<file path="src/rtl/mem_arbiter_pkg.sv">
// mem_arbiter_pkg
// Shared definitions for the graph-traversal core memory arbiter:
//   WORD_W     - memory data word width
//   REQ_*      - requester index constants (ifetch, load/store, frontier)
//   OWNER_W    - width of a requester/owner id for the default three requesters
//   wrap_inc() - modular increment used for the round-robin pointer
package mem_arbiter_pkg;

    localparam int WORD_W     = 16;

    localparam int REQ_IFETCH = 0;
    localparam int REQ_LDST   = 1;
    localparam int REQ_FRONT  = 2;

    localparam int N_REQ_DEF  = 3;
    localparam int OWNER_W    = 2;

    // Returns (idx + 1) mod n, for idx in [0, n-1].
    function automatic int wrap_inc(input int idx, input int n);
        int nxt;
        nxt = idx + 1;
        if (nxt >= n) begin
            nxt = 0;
        end
        return nxt;
    endfunction

endpackage

</file>
<file path="src/rtl/mem_arbiter_rr_pick.sv">
// rr_pick
// Combinational rotating-priority picker. Scans the request vector starting
// at i_start and wrapping from N-1 to 0; the first set bit wins.
// Ports:
//   i_req    [N-1:0]     request vector
//   i_start  [IDX_W-1:0] index with highest priority (must be < N)
//   o_onehot [N-1:0]     one-hot winner, 0 when no request
//   o_idx    [IDX_W-1:0] winner index, 0 when no request
//   o_valid              at least one request present
module rr_pick #(
    parameter int N     = 3,
    parameter int IDX_W = 2
) (
    input  logic [N-1:0]     i_req,
    input  logic [IDX_W-1:0] i_start,
    output logic [N-1:0]     o_onehot,
    output logic [IDX_W-1:0] o_idx,
    output logic             o_valid
);

    always_comb begin
        int         j;
        logic [N-1:0] w_rot;
        o_onehot = '0;
        o_idx    = '0;
        o_valid  = 1'b0;
        j        = 0;
        w_rot    = '0;
        for (int k = 0; k < N; k++) begin
            j = int'(i_start) + k;
            if (j >= N) begin
                j = j - N;
            end
            w_rot = i_req >> j;
            if (!o_valid && w_rot[0]) begin
                o_valid  = 1'b1;
                o_onehot = N'(1) << j;
                o_idx    = IDX_W'(j);
            end
        end
    end

endmodule

</file>
<file path="src/rtl/mem_arbiter.sv">
// mem_arbiter
// Shared-memory arbiter and response router. Grants at most one of N_REQ
// requesters per cycle (round-robin with bounded lock bursts), drives the
// single-port pipelined memory, and routes read data back to its owner
// MEM_LAT cycles after the access.
// Ports:
//   clk, rst_n          clock, asynchronous active-low reset
//   req/we/lock [N_REQ] per-requester request, write enable, keep-grant
//   addr  [N_REQ*ADDR_W] packed addresses, requester i at [i*ADDR_W +: ADDR_W]
//   wdata [N_REQ*DATA_W] packed write data
//   gnt    [N_REQ]      one-hot combinational grant
//   rvalid [N_REQ]      one-hot read-data valid for the owner
//   rdata  [DATA_W]     read data, qualified by rvalid
//   mem_en/mem_we/mem_addr/mem_wdata  memory request bus
//   mem_rdata [DATA_W]  memory read data, valid MEM_LAT cycles after a read
module mem_arbiter
    import mem_arbiter_pkg::*;
#(
    parameter int N_REQ    = N_REQ_DEF,
    parameter int ADDR_W   = 16,
    parameter int MEM_LAT  = 2,
    parameter int LOCK_MAX = 4,
    parameter int DATA_W   = WORD_W
) (
    input  logic                    clk,
    input  logic                    rst_n,
    input  logic [N_REQ-1:0]        req,
    input  logic [N_REQ-1:0]        we,
    input  logic [N_REQ-1:0]        lock,
    input  logic [N_REQ*ADDR_W-1:0] addr,
    input  logic [N_REQ*DATA_W-1:0] wdata,
    output logic [N_REQ-1:0]        gnt,
    output logic [N_REQ-1:0]        rvalid,
    output logic [DATA_W-1:0]       rdata,
    output logic                    mem_en,
    output logic                    mem_we,
    output logic [ADDR_W-1:0]       mem_addr,
    output logic [DATA_W-1:0]       mem_wdata,
    input  logic [DATA_W-1:0]       mem_rdata
);

    localparam int IDX_W = (N_REQ > 1) ? $clog2(N_REQ) : 1;
    localparam int CNT_W = $clog2(LOCK_MAX + 1);

    // Arbitration state
    logic [IDX_W-1:0]  r_rr_ptr;
    logic              r_lock_vld;
    logic [IDX_W-1:0]  r_lock_own;
    logic [CNT_W-1:0]  r_lock_cnt;

    // Last issued memory request, held on the bus while idle
    logic              r_last_we;
    logic [ADDR_W-1:0] r_last_addr;
    logic [DATA_W-1:0] r_last_wdata;

    // Response pipeline: slot 0 is filled in the grant cycle, slot MEM_LAT-1
    // lines up with mem_rdata.
    logic              r_rsp_vld [MEM_LAT];
    logic [IDX_W-1:0]  r_rsp_own [MEM_LAT];

    logic [N_REQ-1:0]  w_pick_oh;
    logic [IDX_W-1:0]  w_pick_idx;
    logic              w_pick_vld;
    logic              w_lock_hit;
    logic              w_any;
    logic [IDX_W-1:0]  w_win_idx;
    logic [N_REQ-1:0]  w_win_oh;
    logic              w_win_we;
    logic              w_win_lock;
    logic [ADDR_W-1:0] w_win_addr;
    logic [DATA_W-1:0] w_win_wdata;

    rr_pick #(
        .N     (N_REQ),
        .IDX_W (IDX_W)
    ) u_rr_pick (
        .i_req    (req),
        .i_start  (r_rr_ptr),
        .o_onehot (w_pick_oh),
        .o_idx    (w_pick_idx),
        .o_valid  (w_pick_vld)
    );

    // The locked owner keeps the grant while it still requests and has not
    // used up its burst; once the burst is spent, r_rr_ptr already points
    // just after it, so normal round-robin resumes after the owner.
    assign w_lock_hit = r_lock_vld && req[r_lock_own] &&
                        (r_lock_cnt < CNT_W'(LOCK_MAX));

    // Gating with rst_n keeps every combinational output at 0 during reset.
    assign w_any      = rst_n && w_pick_vld;

    assign w_win_idx  = w_lock_hit ? r_lock_own : w_pick_idx;
    assign w_win_oh   = w_lock_hit ? (N_REQ'(1) << r_lock_own) : w_pick_oh;
    assign w_win_we   = we[w_win_idx];
    assign w_win_lock = lock[w_win_idx];
    assign w_win_addr = addr[w_win_idx*ADDR_W +: ADDR_W];
    assign w_win_wdata = wdata[w_win_idx*DATA_W +: DATA_W];

    assign gnt       = w_any ? w_win_oh    : '0;
    assign mem_en    = w_any;
    assign mem_we    = w_any ? w_win_we    : r_last_we;
    assign mem_addr  = w_any ? w_win_addr  : r_last_addr;
    assign mem_wdata = w_any ? w_win_wdata : r_last_wdata;

    // Read data is not re-registered: it is passed through in the cycle the
    // registered tail slot says it belongs to an owner.
    assign rvalid = r_rsp_vld[MEM_LAT-1] ? (N_REQ'(1) << r_rsp_own[MEM_LAT-1]) : '0;
    assign rdata  = r_rsp_vld[MEM_LAT-1] ? mem_rdata : '0;

    always_ff @(posedge clk or negedge rst_n) begin
        if (!rst_n) begin
            r_rr_ptr     <= '0;
            r_lock_vld   <= 1'b0;
            r_lock_own   <= '0;
            r_lock_cnt   <= '0;
            r_last_we    <= 1'b0;
            r_last_addr  <= '0;
            r_last_wdata <= '0;
            for (int k = 0; k < MEM_LAT; k++) begin
                r_rsp_vld[k] <= 1'b0;
                r_rsp_own[k] <= '0;
            end
        end else begin
            if (w_any) begin
                r_rr_ptr     <= IDX_W'(wrap_inc(int'(w_win_idx), N_REQ));
                r_last_we    <= w_win_we;
                r_last_addr  <= w_win_addr;
                r_last_wdata <= w_win_wdata;
                if (w_win_lock) begin
                    // A grant won through round-robin starts a fresh burst.
                    r_lock_vld <= 1'b1;
                    r_lock_own <= w_win_idx;
                    r_lock_cnt <= w_lock_hit ? (r_lock_cnt + CNT_W'(1)) : CNT_W'(1);
                end else begin
                    r_lock_vld <= 1'b0;
                    r_lock_cnt <= '0;
                end
            end else begin
                r_lock_vld <= 1'b0;
                r_lock_cnt <= '0;
            end

            r_rsp_vld[0] <= w_any && !w_win_we;
            r_rsp_own[0] <= w_win_idx;
            for (int k = 1; k < MEM_LAT; k++) begin
                r_rsp_vld[k] <= r_rsp_vld[k-1];
                r_rsp_own[k] <= r_rsp_own[k-1];
            end
        end
    end

endmodule

</file>
<file path="config.mk">
export PLATFORM = sky130hd
export DESIGN_NAME = mem_arbiter
export DESIGN_NICKNAME = d
export VERILOG_FILES = /design/src/rtl/mem_arbiter_pkg.sv /design/src/rtl/mem_arbiter_rr_pick.sv /design/src/rtl/mem_arbiter.sv
export SDC_FILE = /design/constraint.sdc
export NUM_CORES = 1
export LEC_CHECK = 0
export ABC_AREA = 1
export BUFFER_PORTS_ARGS = -buffer_cell sky130_fd_sc_hd__buf_2
export CAP_MARGIN = 10
export CORE_ASPECT_RATIO = 1.4
export CORE_MARGIN = 2
export CORE_UTILIZATION = 46
export DETAILED_ROUTE_END_ITERATION = 10
export PLACE_DENSITY = 0.82
export SLEW_MARGIN = 15
export SYNTH_ARGS = -nofsm -noshare
export SYNTH_HDL_FRONTEND = slang
export SYNTH_HIERARCHICAL = 1
export SYNTH_SLANG_ARGS = --single-unit
</file>
<file path="constraint.sdc">
create_clock -name clk -period 3.25 [get_ports clk]
set_input_delay 0.65 -clock clk [delete_from_list [all_inputs] [get_ports clk]]
set_output_delay 0.65 -clock clk [all_outputs]
set_load 0.05 [all_outputs]
</file>
==> run metrics <==
Top Layer Used met4; Ant. Diodes 0; Core Box Area 0.00694 sq mm; clock skew 0.00456 ns; Syn Inst Count 527; global-route usage over all layers 29.2%; Seq/Total Area, Yosys 35.7%; Worst slew margin 60.0%; CTS Root Cell clkbuf_8; Setup TNS Final -4.41 ns; Detailed Place HPWL 7390 um; Slew Limit Fails 0; fin worst setup slack -0.176 ns; Synth cell types 25; cts bufs inserted 5; FF-to-FF path depth 20; FF+latch count, synth 47; part of the cycle the worst path needs 105%; status finished, violations left; Initial Utilization 47.5%; Setup violations, final 33; clock buffer depth 2; layout cells sized above 1 47.6%; Synth-to-Final Area Change 66.4%; met2 wire length 6720 um; upper clock frequency limit 292 MHz; CP Capture Type primary output; clk sink count 47; WHS Path Cells 0; Worst Setup Path Type flip-flop to primary output; CP max-delay cell dfrtp_1; CTS tree yes; crit-path max FO 7; Rows 36; Hold Crit Class flip-flop to flip-flop; DRT antenna net count 0; Hold Fails Final Rpt 0; Crit path largest cell delay 0.41 ns; Synthesis Warnings 6; final WL 12500 um; CTS Hold Bufs 0; failing checks setup timing; Max Cap Viol 0; R2R Setup Slk 0.56 ns; area fraction in compound gates after synthesis 5.20%; syn avg cell area 6.26 sq um; gp weighted congestion 0.957; vias in the first global route 4081; I/O pins 179; Vias/cell 5.12; WL met1 4420 um; DR iter-0 viols 331; Required @ worst endpoint 2.60 ns; Period minus WS final 3.43 ns; post-synthesis adder-cell area fraction 2.66%; Post-Syn Area 0.00330 sq mm; largest net degree at the start of global routing 48; initial antenna violation count 0; via count 4288; RSZ-0062 raised after global routing yes; synthesized net count 657; TritonRoute pass-1 iters 5; ranking of synthesized cells by area dfrtp_1 (36%), nand2_1 (22%), nor2_1 (13%); Fin Hold WS 0.352 ns; die width 75.6 um; Die Height 104 um; startpoint class of the critical path flip-flop; clk_lat worst skew 0.30 ns; Final Net Count 871; remaining global-route overflow 0; DRC Markers 0; Routed WL per cell 14.9 um; worst slew pin tran 0.600 ns; main combinational cell family by area after synthesis simple AND/OR/NAND/NOR gates; Synth Area in XOR/XNOR 0%; Clock transition at path regs 0.09 ns; PortBufs 178; crit-path cells inv_4 -> ha_4 -> nand2_2 -> nand2_2 -> nand2_2 -> inv_2 -> nand2_4 -> nand4_1 -> nand2_4 -> inv_2 -> nand2_4 -> nand2_8 -> buf_12 -> buf_16 -> nand2_1 -> nor2_1 -> nor2_1 -> a21oi_2 -> buf_6; largest area contributor in the netlist dfrtp_1; H-tree Lvls 2; simple-gate share of the synthesized area 45.9%; Die Footprint 0.00787 sq mm; Worst EP arrival 2.78 ns; first-pass GRT wire length 18100 um; mux contribution to synthesized area 0%; DR WL met3 809 um; area share of the largest cell type after synthesis 35.7%
==> cells by family after synthesis <==
| kind of cell | Yosys count |
|---|---|
| adder cells (fa/ha/maj) | 7 |
| flip-flops | 47 |
| buffers and inverters | 71 |
| AO/OA/AOI/OAI | 32 |
| AND/OR/NAND/NOR | 370 |
==> layout by cell type, fill, tap and decap left out, types with 2 or more instances in the layout <==
cell | Yosys | final
nand2_4 | 3 | 12
dfrtp_1 | 47 | 47
buf_2 | 8 | 147
nor2_4 | 0 | 4
nor3_1 | 2 | 2
inv_1 | 41 | 33
o31ai_1 | 2 | 2
ha_4 | 0 | 5
buf_12 | 0 | 7
buf_6 | 8 | 40
nand3_2 | 1 | 3
clkbuf_8 | 0 | 6
clkbuf_16 | 0 | 2
buf_16 | 0 | 3
nand2_8 | 0 | 2
inv_4 | 0 | 2
nand3_1 | 49 | 47
nor2_2 | 1 | 34
nand2_2 | 4 | 16
ha_1 | 7 | 2
a21oi_2 | 0 | 23
nand2_1 | 193 | 172
buf_4 | 3 | 34
a21oi_1 | 26 | 3
nand4_1 | 3 | 3
inv_2 | 2 | 8
nor2_1 | 113 | 76
==> area by class of cell <==
type                       instances  area (sq um)
multi-input combinational        411          2190
timing repair buffer             233          1710
fill                             478          1450
sequential                        47          1180
inverter                          43           166
tap                               95           119
clock buffer                       6          82.6
clock inverter                     2          35.0
==> cells in the mapped netlist, drive strengths merged <==
| library cell | count |
|---|---|
| clkbuf | 6 |
| nand2 | 200 |
| a21oi | 26 |
| nand4 | 3 |
| o31ai | 2 |
| nor3 | 2 |
| nand3 | 51 |
| inv | 43 |
| dfrtp | 47 |
| ha | 7 |
| o21ai | 3 |
| nor2 | 114 |
| o211ai | 1 |
| buf | 22 |
==> worst max-delay path, delay by kind of cell (launching register included) <==
family | cells | cell delay (ns)
DFF | 1 | 0.41
AOI/OAI and AO/OA | 1 | 0.19
adders and majority gates | 1 | 0.33
buffers and inverters | 6 | 0.65
and+or+nand+nor | 11 | 0.88
==> routing by layer <==
layer  GRT usage, %  vias to the layer above
met5              0                        -
met4           11.4                        0
met3           3.78                       46
met2           52.0                      227
met1           34.0                     1963
li1               -                     2052
==> state kept, by name (all words and copies together), names as in the netlist <==
| signal | flops |
|---|---|
| r_lock_vld | 1 |
| r_rr_ptr | 2 |
| r_last_addr | 16 |
| r_lock_own | 2 |
| r_lock_cnt | 3 |
| r_last_we | 1 |
| r_rsp_vld | 2 |
| r_rsp_own | 4 |
| r_last_wdata | 16 |
==> per-stage QoR <==
stage                     instances  utilization (%)  cell area, sq um  worst slack, ns
after floorplan                 527                -              3410           0.0615
after global placement          786             63.2              4390          -0.0312
after detailed placement        786             63.2              4390          -0.0306
after CTS                       819             73.9              5130          -0.0580
after global routing            837             79.1              5490           -0.304
final                           837             79.1              5490           -0.176
==> path summary, 6_finish.rpt <==
kind / startpoint / endpoint
worst min-delay path: r_rsp_own[3] / r_rsp_own[1]
worst max-delay path: r_rr_ptr[0] / mem_wdata[6]
worst max register to register: r_rr_ptr[0] / r_last_wdata[12]
max in group asynchronous: rst_n / r_last_wdata[11]
worst min register to register: r_rsp_own[3] / r_rsp_own[1]
min in group asynchronous: rst_n / r_rsp_own[3]
==> repair_timing <==
item / in CTS / in global routing
resized for setup: 100 / 66
gates cloned: 5 / 5
setup endpoints to repair: 33 / 33
buffers inserted: 20 / 14
pin swaps: 19 / 38
Power is not shown: default switching activity piles up to over one toggle a cycle in this logic, so the estimate is an artifact.
